`config.mk`:
```
export PLATFORM = sky130hd
export DESIGN_NAME = gpr_wb_arb_flat
export DESIGN_NICKNAME = d
export VERILOG_FILES = /design/src/rtl/gpr_wb_arb_if.sv /design/src/rtl/gpr_wb_arb.sv /design/src/flat_wrapper.sv
export SDC_FILE = /design/constraint.sdc
export NUM_CORES = 1
export LEC_CHECK = 0
export ABC_AREA = 1
export CAP_MARGIN = 10
export CORE_ASPECT_RATIO = 1.1
export CORE_MARGIN = 4
export CORE_UTILIZATION = 41
export DETAILED_ROUTE_END_ITERATION = 12
export HOLD_SLACK_MARGIN = 0.02
export PLACE_DENSITY = 0.94
export SLEW_MARGIN = 30
export SYNTH_ARGS = -nofsm -noshare
export SYNTH_HDL_FRONTEND = slang
export SYNTH_SLANG_ARGS = --single-unit
```
`constraint.sdc`:
```
create_clock -name clk -period 3.9 [get_ports clk]
set_input_delay 0.39 -clock clk [delete_from_list [all_inputs] [get_ports clk]]
set_output_delay 0.39 -clock clk [all_outputs]
set_load 0.03 [all_outputs]
```
`src/rtl/gpr_wb_arb_if.sv`:
```
// Writeback request channels from the alu, lsu and csr units into the
// GPR writeback arbiter. master = requesting units, slave = arbiter.
interface gpr_wb_arb_if;
  localparam int unsigned IDX_W  = 5;
  localparam int unsigned DATA_W = 32;

  logic              alu_valid;
  logic [IDX_W-1:0]  alu_rd;
  logic [DATA_W-1:0] alu_data;
  logic              alu_ready;

  logic              lsu_valid;
  logic [IDX_W-1:0]  lsu_rd;
  logic [DATA_W-1:0] lsu_data;
  logic              lsu_ready;

  logic              csr_valid;
  logic [IDX_W-1:0]  csr_rd;
  logic [DATA_W-1:0] csr_data;
  logic              csr_ready;

  modport master (
    output alu_valid, alu_rd, alu_data,
    output lsu_valid, lsu_rd, lsu_data,
    output csr_valid, csr_rd, csr_data,
    input  alu_ready, lsu_ready, csr_ready
  );

  modport slave (
    input  alu_valid, alu_rd, alu_data,
    input  lsu_valid, lsu_rd, lsu_data,
    input  csr_valid, csr_rd, csr_data,
    output alu_ready, lsu_ready, csr_ready
  );
endinterface

```
`src/rtl/gpr_wb_arb.sv`:
```
// GPR writeback arbiter with register scoreboard.
// Round-robin grant among alu/lsu/csr, one registered GPR write per cycle,
// busy bits set at issue and cleared at writeback.
// Optional macro GPR_WB_FWD_EN adds write-port to decode forwarding.
module gpr_wb_arb (
  input  logic         clk,
  input  logic         rstn,
  gpr_wb_arb_if.slave  wb,
  input  logic         issue_valid,
  input  logic [4:0]   issue_rd,
  input  logic [4:0]   rs1_idx,
  input  logic [4:0]   rs2_idx,
  output logic         rs1_busy,
  output logic         rs2_busy,
  output logic         gpr_wr_en,
  output logic [4:0]   gpr_wr_idx,
  output logic [31:0]  gpr_wr_data,
  output logic [31:0]  busy_vec,
  output logic         fwd_rs1_valid,
  output logic         fwd_rs2_valid,
  output logic [31:0]  fwd_rs1_data,
  output logic [31:0]  fwd_rs2_data
);

  localparam int unsigned NREQ   = 3;
  localparam int unsigned IDX_W  = 5;
  localparam int unsigned DATA_W = 32;

  localparam logic [1:0] SEL_ALU = 2'd0;
  localparam logic [1:0] SEL_LSU = 2'd1;
  localparam logic [1:0] SEL_CSR = 2'd2;

  logic [NREQ-1:0]   req;
  logic [1:0]        ptr;
  logic [1:0]        order [NREQ];
  logic              gnt_any;
  logic [1:0]        gnt_idx;
  logic [IDX_W-1:0]  gnt_rd;
  logic [DATA_W-1:0] gnt_data;
  logic              wb_wr;
  logic [31:0]       busy_nxt;

  // Requests are masked while reset is held so no ready can rise.
  assign req = {wb.csr_valid, wb.lsu_valid, wb.alu_valid} & {NREQ{rstn}};

  // Search order starting at the round-robin pointer.
  always_comb begin
    order[0] = SEL_ALU;
    order[1] = SEL_LSU;
    order[2] = SEL_CSR;
    case (ptr)
      SEL_LSU: begin
        order[0] = SEL_LSU;
        order[1] = SEL_CSR;
        order[2] = SEL_ALU;
      end
      SEL_CSR: begin
        order[0] = SEL_CSR;
        order[1] = SEL_ALU;
        order[2] = SEL_LSU;
      end
      default: ;
    endcase
  end

  // First valid requester in search order wins.
  always_comb begin
    gnt_any = 1'b0;
    gnt_idx = SEL_ALU;
    for (int unsigned k = 0; k < NREQ; k++) begin
      if (!gnt_any && req[order[k]]) begin
        gnt_any = 1'b1;
        gnt_idx = order[k];
      end
    end
  end

  // Payload of the granted requester.
  always_comb begin
    gnt_rd   = wb.alu_rd;
    gnt_data = wb.alu_data;
    case (gnt_idx)
      SEL_LSU: begin
        gnt_rd   = wb.lsu_rd;
        gnt_data = wb.lsu_data;
      end
      SEL_CSR: begin
        gnt_rd   = wb.csr_rd;
        gnt_data = wb.csr_data;
      end
      default: ;
    endcase
  end

  assign wb.alu_ready = gnt_any && (gnt_idx == SEL_ALU);
  assign wb.lsu_ready = gnt_any && (gnt_idx == SEL_LSU);
  assign wb.csr_ready = gnt_any && (gnt_idx == SEL_CSR);

  // x0 writebacks complete the handshake but never reach the register file.
  assign wb_wr = gnt_any && (gnt_rd != '0);

  // Scoreboard update: clear on writeback, then set on issue so set wins.
  always_comb begin
    busy_nxt = busy_vec;
    if (wb_wr) begin
      busy_nxt[gnt_rd] = 1'b0;
    end
    if (issue_valid && (issue_rd != '0)) begin
      busy_nxt[issue_rd] = 1'b1;
    end
    busy_nxt[0] = 1'b0;
  end

  // Pointer, write port and scoreboard registers.
  always_ff @(posedge clk or negedge rstn) begin
    if (!rstn) begin
      ptr         <= SEL_ALU;
      gpr_wr_en   <= 1'b0;
      gpr_wr_idx  <= '0;
      gpr_wr_data <= '0;
      busy_vec    <= '0;
    end else begin
      gpr_wr_en <= wb_wr;
      if (wb_wr) begin
        gpr_wr_idx  <= gnt_rd;
        gpr_wr_data <= gnt_data;
      end
      busy_vec <= busy_nxt;
      if (gnt_any) begin
        ptr <= (gnt_idx == SEL_CSR) ? SEL_ALU : gnt_idx + 2'd1;
      end
    end
  end

  assign rs1_busy = busy_vec[rs1_idx];
  assign rs2_busy = busy_vec[rs2_idx];

`ifdef GPR_WB_FWD_EN
  // Forward the value currently on the write port to matching sources.
  always_comb begin
    fwd_rs1_valid = gpr_wr_en && (rs1_idx != '0) && (gpr_wr_idx == rs1_idx);
    fwd_rs2_valid = gpr_wr_en && (rs2_idx != '0) && (gpr_wr_idx == rs2_idx);
    fwd_rs1_data  = fwd_rs1_valid ? gpr_wr_data : '0;
    fwd_rs2_data  = fwd_rs2_valid ? gpr_wr_data : '0;
  end
`else
  assign fwd_rs1_valid = 1'b0;
  assign fwd_rs2_valid = 1'b0;
  assign fwd_rs1_data  = '0;
  assign fwd_rs2_data  = '0;
`endif

endmodule

```
`src/flat_wrapper.sv`:
```
// flat-port wrapper written by rule: the top's interface ports become plain ports
module gpr_wb_arb_flat 
  (clk, rstn, issue_valid, issue_rd, rs1_idx, rs2_idx, rs1_busy, rs2_busy, gpr_wr_en, gpr_wr_idx, gpr_wr_data, busy_vec, fwd_rs1_valid, fwd_rs2_valid, fwd_rs1_data, fwd_rs2_data, wb_alu_valid, wb_alu_rd, wb_alu_data, wb_lsu_valid, wb_lsu_rd, wb_lsu_data, wb_csr_valid, wb_csr_rd, wb_csr_data, wb_alu_ready, wb_lsu_ready, wb_csr_ready);
  gpr_wb_arb_if wb_i ();
  input  logic clk;
  input  logic rstn;
  input  logic issue_valid;
  input  logic [4:0] issue_rd;
  input  logic [4:0] rs1_idx;
  input  logic [4:0] rs2_idx;
  output logic rs1_busy;
  output logic rs2_busy;
  output logic gpr_wr_en;
  output logic [4:0] gpr_wr_idx;
  output logic [31:0] gpr_wr_data;
  output logic [31:0] busy_vec;
  output logic fwd_rs1_valid;
  output logic fwd_rs2_valid;
  output logic [31:0] fwd_rs1_data;
  output logic [31:0] fwd_rs2_data;
  input wire logic [$bits(wb_i.alu_valid)-1:0] wb_alu_valid;
  input wire logic [$bits(wb_i.alu_rd)-1:0] wb_alu_rd;
  input wire logic [$bits(wb_i.alu_data)-1:0] wb_alu_data;
  input wire logic [$bits(wb_i.lsu_valid)-1:0] wb_lsu_valid;
  input wire logic [$bits(wb_i.lsu_rd)-1:0] wb_lsu_rd;
  input wire logic [$bits(wb_i.lsu_data)-1:0] wb_lsu_data;
  input wire logic [$bits(wb_i.csr_valid)-1:0] wb_csr_valid;
  input wire logic [$bits(wb_i.csr_rd)-1:0] wb_csr_rd;
  input wire logic [$bits(wb_i.csr_data)-1:0] wb_csr_data;
  output wire logic [$bits(wb_i.alu_ready)-1:0] wb_alu_ready;
  output wire logic [$bits(wb_i.lsu_ready)-1:0] wb_lsu_ready;
  output wire logic [$bits(wb_i.csr_ready)-1:0] wb_csr_ready;
  assign wb_i.alu_valid = wb_alu_valid;
  assign wb_i.alu_rd = wb_alu_rd;
  assign wb_i.alu_data = wb_alu_data;
  assign wb_i.lsu_valid = wb_lsu_valid;
  assign wb_i.lsu_rd = wb_lsu_rd;
  assign wb_i.lsu_data = wb_lsu_data;
  assign wb_i.csr_valid = wb_csr_valid;
  assign wb_i.csr_rd = wb_csr_rd;
  assign wb_i.csr_data = wb_csr_data;
  assign wb_alu_ready = wb_i.alu_ready;
  assign wb_lsu_ready = wb_i.lsu_ready;
  assign wb_csr_ready = wb_i.csr_ready;
  gpr_wb_arb u_core (.clk(clk), .rstn(rstn), .wb(wb_i), .issue_valid(issue_valid), .issue_rd(issue_rd), .rs1_idx(rs1_idx), .rs2_idx(rs2_idx), .rs1_busy(rs1_busy), .rs2_busy(rs2_busy), .gpr_wr_en(gpr_wr_en), .gpr_wr_idx(gpr_wr_idx), .gpr_wr_data(gpr_wr_data), .busy_vec(busy_vec), .fwd_rs1_valid(fwd_rs1_valid), .fwd_rs2_valid(fwd_rs2_valid), .fwd_rs1_data(fwd_rs1_data), .fwd_rs2_data(fwd_rs2_data));
endmodule
```
==> results.sh <==
export IMPL_ant_nets=0
export IMPL_clk_latency_ps=330
export IMPL_utilization_pct=60.78
export IMPL_synthFlopType="dfrtp_1"
export IMPL_finClkSkew_ps=8.038
export IMPL_post_dp_cell_area_um2=7137
export IMPL_grt_pass1_vias=5528
export IMPL_clk_path_buf_depth=2
export IMPL_cp_max_fo=59
export IMPL_period_needed_ps=3519
export IMPL_synth_seq_area_share_pct=34.04
export IMPL_drc=0
export IMPL_clock_fmax_mhz=284.1
export IMPL_design_area_um2=7442
export IMPL_async_reset_ff_share_pct=100.0
export IMPL_vias_per_cell=5.079
export IMPL_track_usage_pct=22.92
export IMPL_die_w_um=115.6
export IMPL_drt_initial_drc_count=462
export IMPL_rsz0062_at_grt="no"
export IMPL_antenna_found_initial=1
export IMPL_die_h_um=126.3
export IMPL_avgSynthCellArea_um2=6.540
export IMPL_vdd_drop_max_v=0.0005703
export IMPL_fillers=1066
export IMPL_ys_top_cells_by_area="dfrtp_1 34%, nand2_1 23%, nand3_1 11%, buf_4 10%, o21ai_0 4.6%"
export IMPL_route_vias_total=5846
export IMPL_syn_instance_count=798
export IMPL_yosysWarnings=0
export IMPL_path_clk_slew_ps=60
export IMPL_routabilityCongestion=0.9448
export IMPL_hold_viol=0
export IMPL_r2r_cells=21
export IMPL_yosysTopAreaCell="dfrtp_1"
export IMPL_fin_nets=1131
export IMPL_startpoint_type="register"
export IMPL_io_buffer_count=205
export IMPL_min_path_type="input port to async pin"
export IMPL_maxCapViolCount=0
export IMPL_required_ps=4090
export IMPL_antenna_cells=0
export IMPL_io_pins=273
export IMPL_worst_pin_slew_ps=974.4
export IMPL_end_kind="register"
export IMPL_slew_headroom_pct=34.54
export IMPL_p_per_area_nw_per_um2=1046
export IMPL_wirelength_mm=17.46
export IMPL_grt_pass1_wl_mm=26.83
export IMPL_cts_tree="yes"
export IMPL_h_tree_depth=3
export IMPL_core_area_um2=12240
export IMPL_fin_cells=1151
export IMPL_grt_max_degree=60
export IMPL_die_area_um2=14600
export IMPL_hold_buffers=0
export IMPL_cts_sinks=71
export IMPL_firstDrtPassIters=6
export IMPL_place_inst=1135
export IMPL_grt_remaining_overflow=0
export IMPL_start_util_pct=42.62
export IMPL_root_buffer="clkbuf_16"
export IMPL_syn_area_um2=5219
export IMPL_synth_cell_type_count=25
export IMPL_synth_edff_count=0
export IMPL_hpwlAfterDp_mm=13.63
export IMPL_synth_top_area_share_pct=34.04
export IMPL_cp_arrival_ps=3710
export IMPL_drv_slew=0
export IMPL_status="finished, final reports clean"
export IMPL_ys_ff_latch=71
export IMPL_wire_per_inst_um=15.17
export IMPL_num_rows=42
export IMPL_drive_gt1_share_pct=4.313
export IMPL_setup_viol=0
export IMPL_period_share_pct=90.24
export IMPL_tns_ps=0
export IMPL_p_total_w=0.007781
export IMPL_syn2layout_area_growth_pct=42.60
export IMPL_numCtsBuffers=9
export IMPL_power_leakage_nw=3.377
export IMPL_path_class="register to register"
-- worst paths after layout --
kind | startpoint | to | slack, ps
worst max-delay path | u_core.ptr[0]$_DFFE_PN0N_ | u_core.gpr_wr_data[18]$_DFFE_PN0N_ | 380
max in group asynchronous | rstn | u_core.gpr_wr_data[9]$_DFFE_PN0N_ | 3440
worst max register to register | u_core.ptr[0]$_DFFE_PN0N_ | u_core.gpr_wr_data[18]$_DFFE_PN0N_ | 380
worst min register to register | u_core.gpr_wr_idx[4]$_DFFE_PN0N_ | u_core.gpr_wr_idx[4]$_DFFE_PN0N_ | 490
worst min-delay path | rstn | u_core.gpr_wr_data[25]$_DFFE_PN0N_ | 120
min in group clk | u_core.gpr_wr_idx[4]$_DFFE_PN0N_ | u_core.gpr_wr_idx[4]$_DFFE_PN0N_ | 490
-- synthesized netlist by cell type (4+ instances only) --
cell type  number
nand2_2         5
clkbuf_1       10
buf_1           9
o211ai_1        6
nor2_1         31
nor3_1         10
buf_4          70
buf_2           9
o21ai_0        48
o21ai_1        29
ha_1            7
inv_1          33
nand3_1       111
buf_6           4
dfrtp_1        71
nand3b_1       10
nand2_1       324
-- worst max-delay path: stages, from the launching register on --
cell and delay [ps]:
dfrtp_1 350, inv_1 60, ha_1 330, inv_2 110, nand2_1 80, nand3_1 100
nand2_1 50, nor2_1 140, nand2_1 90, o21ai_1 230, inv_1 150, ha_1 290
buf_4 230, nand2_1 110, nand2_1 60, nand2_1 50, nand2_1 160, nor2_4 230
nand2_2 80, nand2_2 90, buf_12 230, o21ai_0 140
-- logic make-up (layout without fill, tap and decap cells) --
| kind of cell | after synthesis | in the layout | synth area share (%) |
|---|---|---|---|
| DFF | 71 | 71 | 34.04 |
| AOI/OAI and AO/OA | 85 | 85 | 8.487 |
| other | 1 | 67 | 0.07186 |
| and+or+nand+nor | 496 | 496 | 39.97 |
| adders and majority gates | 7 | 7 | 1.678 |
| buffers and inverters | 138 | 271 | 15.75 |
-- report_power, final --
group | switching [W] | leakage [nW] | internal, W
registers | 0.000332 | 0.866 | 0.00116
clock network | 0.000318 | 0.142 | 0.000493
logic | 0.00351 | 2.37 | 0.00196
total | 0.00416 | 3.38 | 0.00362
-- layout by cell type (no fill, tap or decap), types with 2 or more instances in the layout --
cell             netlist  routed
nor3_1                10       9
buf_4                 70      16
nor2_1                31      31
or2_1                  2       2
clkbuf_16              0       9
dfrtp_1               71      71
o211ai_1               6       6
conb_1                 1      67
nand2_1              324     324
clkinv_2               0       3
nand3_1              111     111
o21ai_0               48      46
clkinv_1               2       2
o21ai_1               29      31
nand3b_1              10      10
clkdlybuf4s50_1        0     202
inv_1                 33      33
nor2_4                 2       2
ha_1                   7       6
nand2_2                5       5
-- routing by layer --
| layer | track usage, % | share of wire, % | vias up |
|---|---|---|---|
| met5 | 0 | 0.074 | - |
| met4 | 10.98 | 3.7 | 2 |
| li1 | - | - | 2827 |
| met1 | 25.41 | 36 | 2609 |
| met3 | 7.099 | 10 | 65 |
| met2 | 39.54 | 50 | 343 |
-- area by class of cell --
cell class / count / area [um2] / share of cell area, %
multi-input combinational: 655 / 2885 / 38.77
timing repair buffer: 219 / 2162 / 29.05
sequential: 71 / 1777 / 23.87
clock buffer: 10 / 229.0 / 3.077
tap: 154 / 192.7 / 2.589
inverter: 36 / 135.1 / 1.816
clock inverter: 6 / 61.31 / 0.8238
-- timing repair --
action,CTS,global route
setup buffers,0,0
gates resized for setup,0,3
endpoints found under the setup margin,0,18
-- state kept, by name, indices dropped and copies added (netlist names) --
signal and cells:
u_core.gpr_wr_data 32, u_core.gpr_wr_idx 5, u_core.ptr 2, u_core.gpr_wr_en 1
u_core.busy_vec 31
-- stage by stage --
| step | setup WS (ps) | hold WS [ps] |
|---|---|---|
| 6_report | 380.7 | 124.6 |
| 5_1_grt | 23.92 | 173.5 |
| 4_1_cts | 272.5 | 143.5 |
| 3_5_place_dp | 260.6 | 477.1 |
| 3_3_place_gp | 423.7 | 466.2 |
| 2_1_floorplan | 833.0 | 94.41 |
(Power assumes the default switching activity.)
